**src/rtl/argmax_8_16.sv**
```systemverilog
// argmax_8_16: streaming argmax over M-word vectors of signed T-bit samples.
// Accepts one word per input handshake, tracks the running maximum and its
// index, and presents {out_idx, out_max} once per vector via a valid/ready
// output handshake. Ties resolve to the lowest index.
module argmax_8_16 #(
  parameter int T  = 16,
  parameter int M  = 8,
  parameter int IW = $clog2(M)
) (
  input  logic          clk,
  input  logic          reset,
  input  logic          s_valid,
  output logic          s_ready,
  input  logic [T-1:0]  data_in,
  output logic          m_valid,
  input  logic          m_ready,
  output logic [IW-1:0] out_idx,
  output logic [T-1:0]  out_max
);

  localparam logic [IW-1:0] LAST_IDX = IW'(M - 1);

  typedef enum logic {
    COLLECT,
    HOLD
  } state_t;

  state_t                state;
  logic [IW-1:0]         cnt;
  logic [IW-1:0]         run_idx;
  logic signed [T-1:0]   run_max;

  logic                  in_xfer;
  logic                  out_xfer;
  logic                  first;
  logic                  last;
  logic                  take;
  logic [IW-1:0]         next_idx;
  logic signed [T-1:0]   next_max;

  // Ready is the only combinational output: free in COLLECT, or in HOLD when
  // the pending result leaves on the same edge.
  always_comb begin
    s_ready  = !reset && (state == COLLECT || m_ready);
    in_xfer  = s_valid && s_ready;
    out_xfer = m_valid && m_ready;
  end

  // Running max/idx including the word currently on data_in.
  always_comb begin
    first    = (cnt == '0);
    last     = (cnt == LAST_IDX);
    take     = first || ($signed(data_in) > run_max);
    next_max = take ? $signed(data_in) : run_max;
    next_idx = first ? '0 : (take ? cnt : run_idx);
  end

  // Controller: element counter, running state and registered result.
  // An input transfer in HOLD can only happen together with an output
  // transfer, so the input branch is allowed to override the return to COLLECT
  // (re-entering HOLD directly when the new word also completes a vector).
  always_ff @(posedge clk or posedge reset) begin
    if (reset) begin
      state   <= COLLECT;
      cnt     <= '0;
      run_idx <= '0;
      run_max <= '0;
      m_valid <= 1'b0;
      out_idx <= '0;
      out_max <= '0;
    end else begin
      if (out_xfer) begin
        state   <= COLLECT;
        m_valid <= 1'b0;
      end
      if (in_xfer) begin
        run_max <= next_max;
        run_idx <= next_idx;
        if (last) begin
          cnt     <= '0;
          out_max <= next_max;
          out_idx <= next_idx;
          state   <= HOLD;
          m_valid <= 1'b1;
        end else begin
          cnt <= cnt + IW'(1);
        end
      end
    end
  end

endmodule

```
**config.mk**
```make
export PLATFORM = sky130hd
export DESIGN_NAME = argmax_8_16
export DESIGN_NICKNAME = d
export VERILOG_FILES = /design/src/rtl/argmax_8_16.sv
export SDC_FILE = /design/constraint.sdc
export NUM_CORES = 1
export LEC_CHECK = 0
export BUFFER_PORTS_ARGS = -buffer_cell sky130_fd_sc_hd__buf_2
export CAP_MARGIN = 5
export CORE_ASPECT_RATIO = 0.6
export CORE_MARGIN = 8
export CORE_UTILIZATION = 40
export CTS_CLUSTER_DIAMETER = 120
export DETAILED_ROUTE_END_ITERATION = 12
export PLACE_DENSITY = 0.63
export SETUP_SLACK_MARGIN = 0.4
export SKIP_CTS_REPAIR_TIMING = 1
export SYNTH_ARGS = -nofsm -noshare
export SYNTH_HDL_FRONTEND = slang
export SYNTH_SLANG_ARGS = --single-unit
```
**constraint.sdc**
```tcl
create_clock -name clk -period 5.78 [get_ports clk]
set_clock_uncertainty 0.2 [all_clocks]
set_input_delay 0.867 -clock clk [delete_from_list [all_inputs] [get_ports clk]]
set_output_delay 0.867 -clock clk [all_outputs]
set_load 0.02 [all_outputs]
```
; ---- Yosys cells after proc, flatten, opt, wreduce, memory -nomap -nowiden
; Index checks and enable logic that the tools add are counted.
[totals]
out_inout_bits = 21
inputBits = 20
wordCells = 29
register_bits = 43
[classes]
addsub = 1
muxes = 10
magnitude_cmp = 1
eq_ne = 1
n_reduce_logical = 8
bitwise_logic = 1
[ops]
columns = op, count
row1 = 16-bit > comparator, 1
row2 = 16-bit 2-to-1 mux, 1
row3 = 3-bit 2-to-1 mux, 3
row4 = 1-bit 2-to-1 mux, 6
row5 = "3-bit by 1-bit adder with 3-bit output, second input constant", 1
row6 = "3-bit == test, second input constant", 1
row7 = 1-bit logical AND, 3
row8 = 3-bit zero test, 1
row9 = 1-bit logical OR, 2
row10 = 2-bit AND reduction, 1
row11 = 1-bit zero test, 1
row12 = 1-bit inverter, 1

; ---- Logic depth before layout (Yosys ltp)
[logic_depth]
depth_word = 5
ltp_mapped = 9

; ---- Worst setup path after synthesis
; No wires, ideal clock.
[synth_timing]
path_type = input -> register
from = input data_in[7]
to = register run_max[0]
cell_stages = 8
setup_ns = 0.125
t_arrival_ns = 2.805
path_slack_ns = 2.650
path_cell_list = ha_1 > nand4_1 > or4_1 > o21ai_0 > nand4_4 > nand3_4 > buf_8 > mux2_4
[synth_via]
elab_chain_len = 3
[synth_lines]
columns = element, line_no
row1 = start: declaration, 14  ; input logic [T-1:0] data_in,
row2 = 16-bit > comparator, 53  ; take = first || ($signed(data_in) > run_max);
row3 = 1-bit logical OR, 53
row4 = 16-bit 2-to-1 mux, 54  ; next_max = take ? $signed(data_in) : run_max;
row5 = end signal: assignment, 77  ; run_max <= next_max;
row6 = end: declaration, 31  ; logic signed [T-1:0] run_max;
; No other way between the ends.
; A chain may end at the register's enable or synchronous reset.

; ---- Worst setup path after layout
[layout_timing]
from = input data_in[15]
to = register run_max[10]
; Same word-level chain as after synthesis.

==> flow_summary_export.csv <==
group,metric,value,unit
place,dpl_cell_area,2730,um^2
timing,setup_violations,0,
place,place_ws,1940,ps
worst_setup_path,slowest_stage,"nand3_4",
detailed_routing,num_vias,2010,
synthesis,yosysTopAreaCell,"dfrtp_1",
detailed_routing,drt_wl_total,5.94,mm
synthesis,syn_area,2490,um^2
detailed_routing,antenna_left,0,
timing,hold_slack,295,ps
timing,fmax,283,MHz
global_routing,grt_max_degree,44,
worst_setup_path,path_cells,"buf_2, ha_1, nand4_2, or3_1, a211oi_1, o211ai_2, nand3_4, mux2_2",
timing,min_period_over_period,61.1,%
synthesis,synth_area_leaders,"dfrtp_1 43%, ha_1 9.6%, a41oi_1 5.6%, a21oi_1 4.8%, mux2_4 4.8%",
final_layout,nets,322,
synthesis,synth_cells,249,
clock_network,clkTransAtPathRegs,90,ps
worst_setup_path,cp_num_buf_inv,1,
synthesis,synth_top_area_share,43.2,%
place,gp_congestion,0.838,
power,total_power,1.46,mW
global_routing,use_met3,3.87,%
worst_setup_path,cp.required,5760,ps
synthesis,synth_seq_cells,43,
power,p_clk_share,14.6,%
detailed_routing,wl_per_cell,16.2,um
global_routing,grt_use_met1,19.6,%
synthesis,syn_area_per_cell,9.99,um^2
global_routing,grt_pass1_wl,10.6,mm
power,power.density,516,nW/um^2
worst_hold_path,hold_path_class,"reg2reg",
final_layout,n_fill_cell,618,
detailed_routing,first_pass_iters,4,
job,maxCapViolCount,0,
worst_setup_path,setup.worst_path.start_class,"primary input",
synthesis,synth_fp_nets,288,
global_routing,grt_use_total,13.9,%
final_layout,stdcell_area,2830,um^2
place,dp_cells,360,
final_layout,post-route-util,46.8,%
synthesis,ys.flop_type,"dfrtp_1",
timing,period_needed,3530,ps
timing,setup_ws,2250,ps
timing,hold_viol_final,0,
global_routing,grtUsageMet2,20.5,%
worst_setup_path,endpoint_kind,"register",
floorplanning,die_h,77.1,um
run_status,status,"completed",
global_routing,grt.busiest_layer,"met2",
worst_setup_path,critPathMaxStageDelay,490,ps
final_layout,drive_above_1_share,23.9,%
clock_network,cts_tree,"yes",
global_routing,grt-ovfl-total,0,
final_layout,area_growth,13.9,%
synthesis,ys.warnings.count,0,
clock_network,cts_sinks,43,
clock_network,clockBufferDepth,2,
synthesis,async_flop_share,100,%
clock_network,cts.htree.levels,2,
detailed_routing,drt_iter0_markers,111,
floorplanning,num_rows,22,
detailed_routing,via_per_inst,5.46,
synthesis,yosysMostFrequentCell,"dfrtp_1",
floorplanning,die_w,118,um
detailed_routing,drc,0,
power,ir_drop,0.000257,V
synthesis,yosys-top-cells-count,"43 x dfrtp_1, 24 x a21oi_1, 22 x inv_1",
clock_network,clkLatencyLatePin,290,ps
floorplanning,dieArea,9080,um^2
synthesis,ys_seq_area_share,43.2,%
synthesis,synth_cell_types,37,
final_layout,final_cells,368,
place,dp_hpwl,4.02,mm
timing,grt_setup_unrepaired,"no",
timing,tns,0,ps
worst_setup_path,crit_fanout,18,
floorplanning,start_util,41.1,%
power,power_report.internal_total,822,uW
floorplanning,ios,41,
global_routing,antenna_found_initial,0,
timing,relSlewSlack,27.6,%
final_layout,antennaDiodeCount,0,
global_routing,grt_pass1_vias,2110,
power,p_comb_share,49.1,%
clock_network,root_buffer,"clkbuf_8",
timing,worst_pin_slew,1090,ps
timing,drv_slew,0,
power,p_seq_share,36.3,%
power,leakage,1.41,nW
clock_network,cts_made_buffers,5,
power,p_sw_share,43.7,%
place,port_buffers,40,
power,p_switching,639,uW
synthesis,synth-edff-count,0,
worst_setup_path,worstSetupPathType,"in2reg",
worst_setup_path,critical_path.top_delay_family,"simple AND/OR/NAND/NOR gates",
floorplanning,core,6060,um^2
worst_setup_path,arrival,3510,ps
## sequential cells by signal (all words and copies together), names as in the netlist
| signal | cells |
|---|---|
| cnt | 3 |
| out_idx | 3 |
| m_valid | 1 |
| state | 1 |
| run_max | 16 |
| run_idx | 3 |
| out_max | 16 |
## final timing paths
| path | start | endpoint | slack, ps | cells past startpoint |
|---|---|---|---|---|
| hold / removal | run_idx[1] | run_idx[1] | 300 | 1 |
| setup / recovery | data_in[15] | run_max[10] | 2250 | 8 |
| hold reg to reg | run_idx[1] | run_idx[1] | 300 | 1 |
| max in group asynchronous | reset | out_max[2] | 4480 | 3 |
| min in group asynchronous | reset | state | 510 | 3 |
| setup reg to reg | cnt[0] | run_max[10] | 2480 | 6 |
## cells by family (layout without fill, tap and decap cells)
family          Yosys count  in the layout  share of synthesized area (%)
compound gates           62             62                           17.4
fa+ha+maj                19             19                           9.55
buf+inv                  36             71                           6.03
flops                    43             43                           43.2
mux                      16             16                           8.45
simple gates             73             73                           15.3
## layout make-up
type	instances	area (um^2)	share of cell area, %
clock buffer	8	100	3.53
multi-input combinational	170	1260	44.5
timing repair buffer	41	208	7.33
tap	84	105	3.71
inverter	22	82.6	2.91
sequential	43	1080	38.0
## cell usage in the layout, fill, tap and decap left out
cell and instances:
o211ai_2 1, nand4_1 3, nand3_4 1, a22o_1 1, nand2_1 15, nand2b_1 1
and3_1 2, a21o_1 2, clkbuf_8 7, and2_1 2, a32o_1 2, a211o_1 2
buf_2 40, clkinv_1 1, or2b_1 1, nand4_4 1, buf_4 1, mux2_2 8
nand3_1 20, a41oi_1 16, o21bai_1 1, mux2_4 8, o211ai_1 3, o21ai_0 4
a211oi_1 4, a21oi_1 24, inv_1 21, or3_1 3, nand4_2 1, nor2_1 18
a311o_1 1, nor2b_1 2, ha_1 19, clkbuf_1 1, a311oi_1 1, nor3_1 2
or4_1 1, dfrtp_1 43
## power groups by stage
stage          Combinational, mW  Sequential (mW)  Clock [mW]
6_report                   0.717            0.531       0.213
5_1_grt                    0.810            0.552       0.231
4_1_cts                    0.724            0.531       0.218
3_5_place_dp               0.720            0.535           0
3_3_place_gp               0.710            0.530           0
2_1_floorplan              0.477            0.590           0
## worst register-to-register path: cells and delay by family, from the launching register on
kind | cells | cell delay [ps]
compound gates | 1 | 630
fa+ha+maj | 1 | 220
buf+inv | 1 | 80
flops | 1 | 420
mux | 1 | 390
simple gates | 2 | 1260
## layer usage
| metal | part of all wire [%] | wire length [um] | up-vias |
|---|---|---|---|
| met5 | 0 | 0 | - |
| met4 | 0.24 | 14 | 0 |
| met3 | 5.1 | 303 | 2 |
| met2 | 41 | 2460 | 44 |
| met1 | 53 | 3170 | 985 |
| li1 | - | - | 979 |
Power figures use the tool's default switching activity.
